File: src/rtl/key_debouncer_pkg.sv
// Shared types and defaults for the front-panel key debouncer.
// The state encoding is fixed at 2 bits so every encoding is a named state.
package key_pkg;

   typedef enum logic [1:0] {
      RELEASED  = 2'd0,
      PRESS_CHK = 2'd1,
      PRESSED   = 2'd2,
      REL_CHK   = 2'd3
   } key_state_t;

   localparam int DEBOUNCE_CYCLES_DEF = 1_000_000;
   localparam int SYNC_STAGES_DEF     = 2;
   localparam int REPEAT_DELAY_DEF    = 25_000_000;
   localparam int REPEAT_PERIOD_DEF   = 5_000_000;

   // Bits needed to hold values 0..max_count inclusive.
   function automatic int cnt_width(input int max_count);
      return (max_count < 1) ? 1 : $clog2(max_count + 1);
   endfunction

endpackage

File: src/rtl/key_debouncer_if.sv
// Key-side signal bundle: raw active-low key in, conditioned level and qualifier flag out.
// master drives the key (board/bench side), slave is the debouncer.
interface key_debouncer_if;

   logic KeyN;
   logic Db;
   logic Bouncing;

   modport master (
      output KeyN,
      input  Db,
      input  Bouncing
   );

   modport slave (
      input  KeyN,
      output Db,
      output Bouncing
   );

endinterface

File: src/rtl/key_debouncer_sync_chain.sv
// Multi-flop synchroniser for an asynchronous board input, with a
// selectable value loaded on asynchronous reset.
module sync_chain #(
   parameter int   STAGES  = 2,
   parameter logic RST_VAL = 1'b0
) (
   input  logic Clk,
   input  logic ResetN,
   input  logic d,
   output logic q
);

   logic [STAGES:0] tap;

   assign tap[0] = d;

   genvar gi;
   generate
      for (gi = 0; gi < STAGES; gi++) begin : g_stage
         logic q_reg;

         always_ff @(posedge Clk or negedge ResetN) begin
            if (!ResetN) begin
               q_reg <= RST_VAL;
            end else begin
               q_reg <= tap[gi];
            end
         end

         assign tap[gi+1] = q_reg;
      end
   endgenerate

   assign q = tap[STAGES];

endmodule

File: src/rtl/key_debouncer.sv
// Push-button conditioner: synchronise, debounce, present an active-high level.
// Optional auto-repeat (one-cycle Db drops while held) under KEY_DEBOUNCE_REPEAT_EN.
module key_debouncer
   import key_pkg::*;
#(
   parameter int DEBOUNCE_CYCLES = DEBOUNCE_CYCLES_DEF,
   parameter int SYNC_STAGES     = SYNC_STAGES_DEF,
   parameter int REPEAT_DELAY    = REPEAT_DELAY_DEF,
   parameter int REPEAT_PERIOD   = REPEAT_PERIOD_DEF
) (
   input  logic             Clk,
   input  logic             ResetN,
   key_debouncer_if.slave   kif
);

   localparam int CNT_W = cnt_width((DEBOUNCE_CYCLES > REPEAT_DELAY) ? DEBOUNCE_CYCLES
                                                                     : REPEAT_DELAY);
   localparam logic [CNT_W-1:0] CNT_LAST = CNT_W'(DEBOUNCE_CYCLES - 1);
   localparam logic [CNT_W-1:0] CNT_SAT  = '1;

   // Empty marker scope: appears in the elaborated hierarchy only for unusable settings.
   generate
      if (DEBOUNCE_CYCLES < 2 || SYNC_STAGES < 2 || REPEAT_PERIOD < 2) begin : g_param_out_of_range
      end
   endgenerate

`ifdef KEY_DEBOUNCE_REPEAT_EN
   localparam logic [CNT_W-1:0] RPT_FIRE   = CNT_W'(REPEAT_DELAY);
   // Reloading DELAY-PERIOD makes the next fire land exactly one period later.
   localparam logic [CNT_W-1:0] RPT_RELOAD = (REPEAT_DELAY > REPEAT_PERIOD) ?
                                             CNT_W'(REPEAT_DELAY - REPEAT_PERIOD) : '0;
   logic rpt_drop;
`endif

   key_state_t       state_reg, state_next;
   logic [CNT_W-1:0] cnt_reg, cnt_next, cnt_inc;
   logic             db_reg, db_next;
   logic             bouncing_reg, bouncing_next;
   logic             key_sync;
   logic             pressed;

   sync_chain #(
      .STAGES  (SYNC_STAGES),
      .RST_VAL (1'b1)
   ) u_sync (
      .Clk    (Clk),
      .ResetN (ResetN),
      .d      (kif.KeyN),
      .q      (key_sync)
   );

   assign pressed = ~key_sync;
   assign cnt_inc = (cnt_reg == CNT_SAT) ? cnt_reg : cnt_reg + CNT_W'(1);

   always_comb begin
      state_next = state_reg;
      cnt_next   = cnt_reg;
`ifdef KEY_DEBOUNCE_REPEAT_EN
      rpt_drop   = 1'b0;
`endif
      case (state_reg)
         RELEASED: begin
            if (pressed) begin
               state_next = PRESS_CHK;
               cnt_next   = '0;
            end
         end
         PRESS_CHK: begin
            if (!pressed) begin
               state_next = RELEASED;
               cnt_next   = '0;
            end else if (cnt_reg == CNT_LAST) begin
               state_next = PRESSED;
               cnt_next   = '0;
            end else begin
               cnt_next   = cnt_inc;
            end
         end
         PRESSED: begin
            if (!pressed) begin
               state_next = REL_CHK;
               cnt_next   = '0;
            end else begin
`ifdef KEY_DEBOUNCE_REPEAT_EN
               if (cnt_inc == RPT_FIRE) begin
                  cnt_next = RPT_RELOAD;
                  rpt_drop = 1'b1;
               end else begin
                  cnt_next = cnt_inc;
               end
`else
               cnt_next = cnt_reg;
`endif
            end
         end
         REL_CHK: begin
            if (pressed) begin
               state_next = PRESSED;
               cnt_next   = '0;
            end else if (cnt_reg == CNT_LAST) begin
               state_next = RELEASED;
               cnt_next   = '0;
            end else begin
               cnt_next   = cnt_inc;
            end
         end
         default: begin
            state_next = RELEASED;
            cnt_next   = '0;
         end
      endcase

      // Outputs decode the next state so they register alongside it.
      db_next       = (state_next == PRESSED) || (state_next == REL_CHK);
      bouncing_next = (state_next == PRESS_CHK) || (state_next == REL_CHK);
`ifdef KEY_DEBOUNCE_REPEAT_EN
      if (rpt_drop) begin
         db_next = 1'b0;
      end
`endif
   end

   always_ff @(posedge Clk or negedge ResetN) begin
      if (!ResetN) begin
         state_reg    <= RELEASED;
         cnt_reg      <= '0;
         db_reg       <= 1'b0;
         bouncing_reg <= 1'b0;
      end else begin
         state_reg    <= state_next;
         cnt_reg      <= cnt_next;
         db_reg       <= db_next;
         bouncing_reg <= bouncing_next;
      end
   end

   assign kif.Db       = db_reg;
   assign kif.Bouncing = bouncing_reg;

endmodule

File: src/flat_wrapper.sv
// flat-port wrapper written by rule: the top's interface ports become plain ports
module key_debouncer_flat import key_pkg::*;
#(
   parameter int DEBOUNCE_CYCLES = DEBOUNCE_CYCLES_DEF,
   parameter int SYNC_STAGES     = SYNC_STAGES_DEF,
   parameter int REPEAT_DELAY    = REPEAT_DELAY_DEF,
   parameter int REPEAT_PERIOD   = REPEAT_PERIOD_DEF
)
  (Clk, ResetN, kif_KeyN, kif_Db, kif_Bouncing);
  key_debouncer_if kif_i ();
  input  logic Clk;
  input  logic ResetN;
  input wire logic [$bits(kif_i.KeyN)-1:0] kif_KeyN;
  output wire logic [$bits(kif_i.Db)-1:0] kif_Db;
  output wire logic [$bits(kif_i.Bouncing)-1:0] kif_Bouncing;
  assign kif_i.KeyN = kif_KeyN;
  assign kif_Db = kif_i.Db;
  assign kif_Bouncing = kif_i.Bouncing;
  key_debouncer #(.DEBOUNCE_CYCLES(DEBOUNCE_CYCLES), .SYNC_STAGES(SYNC_STAGES), .REPEAT_DELAY(REPEAT_DELAY), .REPEAT_PERIOD(REPEAT_PERIOD)) u_core (.Clk(Clk), .ResetN(ResetN), .kif(kif_i));
endmodule
File: config.mk
export PLATFORM = sky130hd
export DESIGN_NAME = key_debouncer_flat
export DESIGN_NICKNAME = d
export VERILOG_FILES = /design/src/rtl/key_debouncer_pkg.sv /design/src/rtl/key_debouncer_if.sv /design/src/rtl/key_debouncer_sync_chain.sv /design/src/rtl/key_debouncer.sv /design/src/flat_wrapper.sv
export SDC_FILE = /design/constraint.sdc
export NUM_CORES = 1
export LEC_CHECK = 0
export ABC_AREA = 1
export CAP_MARGIN = 20
export CELL_PAD_IN_SITES_DETAIL_PLACEMENT = 1
export CELL_PAD_IN_SITES_GLOBAL_PLACEMENT = 1
export CORE_MARGIN = 1
export CORE_UTILIZATION = 48
export DETAILED_ROUTE_END_ITERATION = 7
export HOLD_SLACK_MARGIN = 0.02
export PLACE_DENSITY = 0.93
export SKIP_CTS_REPAIR_TIMING = 1
export SYNTH_ARGS = -nofsm -noshare
export SYNTH_HDL_FRONTEND = slang
export SYNTH_SLANG_ARGS = --single-unit
export TNS_END_PERCENT = 50
File: constraint.sdc
create_clock -name Clk -period 2.7 [get_ports Clk]
set_input_delay 0.27 -clock Clk [delete_from_list [all_inputs] [get_ports Clk]]
set_output_delay 0.27 -clock Clk [all_outputs]
set_load 0.01 [all_outputs]
==> flow_summary.ini <==
[synthesis]
synth_top_area_share_pct = 34.40
synth_area_leader_cell = dfrtp_1
synthDistinctLibCells = 27
syn_area_per_cell_um2 = 6.928
synthTopCellsByArea = dfrtp_1, nand2_1, nand3_1
yosys_warnings = 0
seq_area_frac_synth_pct = 36.98
synthTopCellsByCount = nand2_1, nor2_1, inv_1, nand3_1, dfrtp_1
syn-num-nets = 298
syn_area_um2 = 2037
synth-edff-count = 0
async_flop_share_pct = 100.0
syn_inst = 294
synth.most_common_cell = nand2_1
ys_seq_elements = 30
synthFlopType = dfrtp_1

[floorplan]
io_pins = 5
core_um2 = 4029
die_area_um2 = 4508
die_w_um = 67.15
die_height_um = 67.15
start_util_pct = 50.56
std_cell_rows = 23

[placement]
io_buffers = 4
gp_congestion = 0.8724
dp_cells = 343
hpwl_mm = 3.911

[detailed_routing]
initialDrtViolationCount = 147
drcViolationCount = 0
route.met2.wl_mm = 2.622
met3_wirelength_um = 184
drt-met1-wl_mm = 2.580
top_layer = met4
dr_total_vias = 1949
drt-total-wl_mm = 5.499
dr.pass1.iters = 4
route.detailed.wl_per_inst_um = 15.67
detail-route-antenna-nets = 0
via_per_inst = 5.553

[critical_path]
cp-end-kind = flop
cp.arrival_ns = 2.30
worstSetupPathType = reg2reg
slowest_delay_ns = 0.42
cp_cell_sequence = ha_1 -> nand2_2 -> nor2_4 -> nand2_4 -> nor2_8 -> nand3_4 -> nand3_1 -> nand2_1 -> inv_1 -> nor2_1
start_kind = flop
cpMaxStageDelayCell = dfrtp_1
cp_max_fo = 41
cp.required_ns = 2.88
r2r_cells = 10

[global_routing]
grt_max_degree = 42
grt_pass1_wl_mm = 9.239
grt_usage_pct = 28.06
grt.overflow.total = 0
antenna_found_initial = 0
grt_pass1_vias = 1969

[timing]
max_freq_mhz = 472.0
hold_slack_ns = 0.3550
fin_crit_sh_pct = 78.46
fin_skew_ns = 0.005821
rsz0062_at_grt = no
maxSlewHeadroom_pct = 43.93
hold_viol = 0
tns_ns = 0
worst_pin_slew_ns = 0.8385
setup_viol = 0
period_minus_slack_ns = 2.118
drv_slew = 0

[status]
run_status = complete, no violations

[clock_tree]
tritoncts = done
insertion_delay_ns = 0.29
cts.reportedPaths.clkPinSlew_ns = 0.06
root_buffer = clkbuf_8
cts.sinks = 30
htree_levels = 2
cts_buffers = 5
clk_path_buf_depth = 2

[power]
power.leakage_nw = 0.9578
peakVddDrop_v = 0.0002516
power_density_nw_per_um2 = 408.9

[cells_and_area]
fill_cells = 559
stdcell_count = 351
drive_above_1_share_pct = 12.29
syn2layout_area_growth_pct = 7.002
largest_reg_flops = 25
nets = 304
antenna_cells = 0

[worst_hold_path]
holdPathStages = 0
hp-class = reg2reg

[job]
cap_viol_max_count = 0
## per-stage QoR
stage	utilization, %	setup slack, ns	instance area (um^2)	total power, W
2_1_floorplan	-	1.099	2037	0.0004962
3_3_place_gp	51.83	0.7671	2088	0.0005183
3_5_place_dp	51.83	0.5980	2088	0.0005212
4_1_cts	54.10	0.5893	2180	0.0008993
5_1_grt	54.10	0.4112	2180	0.0009212
6_report	54.10	0.5815	2180	0.0008913
## critical path: cells and delay by family (launching register included)
kind,cells,cell delay (ns)
simple gates,8,1.25
flops,1,0.42
fa+ha+maj,1,0.27
buf+inv,1,0.06
## layout make-up
type	count	area, um^2	area share [%]
Clock buffer	7	86.33	3.961
Sequential cell	30	753.2	34.56
Multi-Input combinational cell	222	1079	49.48
Timing Repair Buffer	8	70.07	3.215
Inverter	33	123.9	5.683
Tap cell	50	62.56	2.870
Clock inverter	1	5.005	0.2296
## cells in the final DEF, fill, tap and decap left out, drive strengths merged
master and instances:
nand3b 1, nor3 7, nor2 38, inv 33, buf 4, nand3 37
or2 1, nand2 97, a21oi 21, dfstp 2, clkbuf 7, o21ai 15
a21boi 1, ha 1, nand4 3, dfrtp 28, clkinv 1, clkdlybuf4s50 4
## power breakdown
group | internal (W) | switching [W]
Clock | 0.000205 | 0.000174
Sequential | 0.000456 | 0.00000515
Combinational | 0.0000164 | 0.0000350
Total | 0.000677 | 0.000214
## kinds of logic after synthesis
| kind of cell | count (synthesis) | synth area share (%) |
|---|---|---|
| AOI/OAI and AO/OA | 37 | 9.214 |
| adders and majority gates | 1 | 0.6142 |
| buffers and inverters | 42 | 10.07 |
| DFF | 30 | 36.98 |
| and+or+nand+nor | 184 | 43.12 |
## routing by layer
layer | vias to the layer above | GRT usage [%]
li1 | 953 | -
met1 | 951 | 35.73
met2 | 35 | 46.25
met3 | 10 | 5.574
met4 | 0 | 11.44
met5 | - | 0
## worst paths after layout
check,startpoint,to,slack [ns]
hold / removal,u_core.u_sync.g_stage[0].q_reg,u_core.u_sync.q,0.35
max in group asynchronous,ResetN,u_core.cnt_reg[15],1.60
setup reg to reg,u_core.cnt_reg[0],u_core.cnt_reg[19],0.58
hold reg to reg,u_core.u_sync.g_stage[0].q_reg,u_core.u_sync.q,0.35
setup / recovery,u_core.cnt_reg[0],u_core.cnt_reg[19],0.58
min in group asynchronous,ResetN,u_core.cnt_reg[3],0.46
Power figures use the tool's default switching activity.
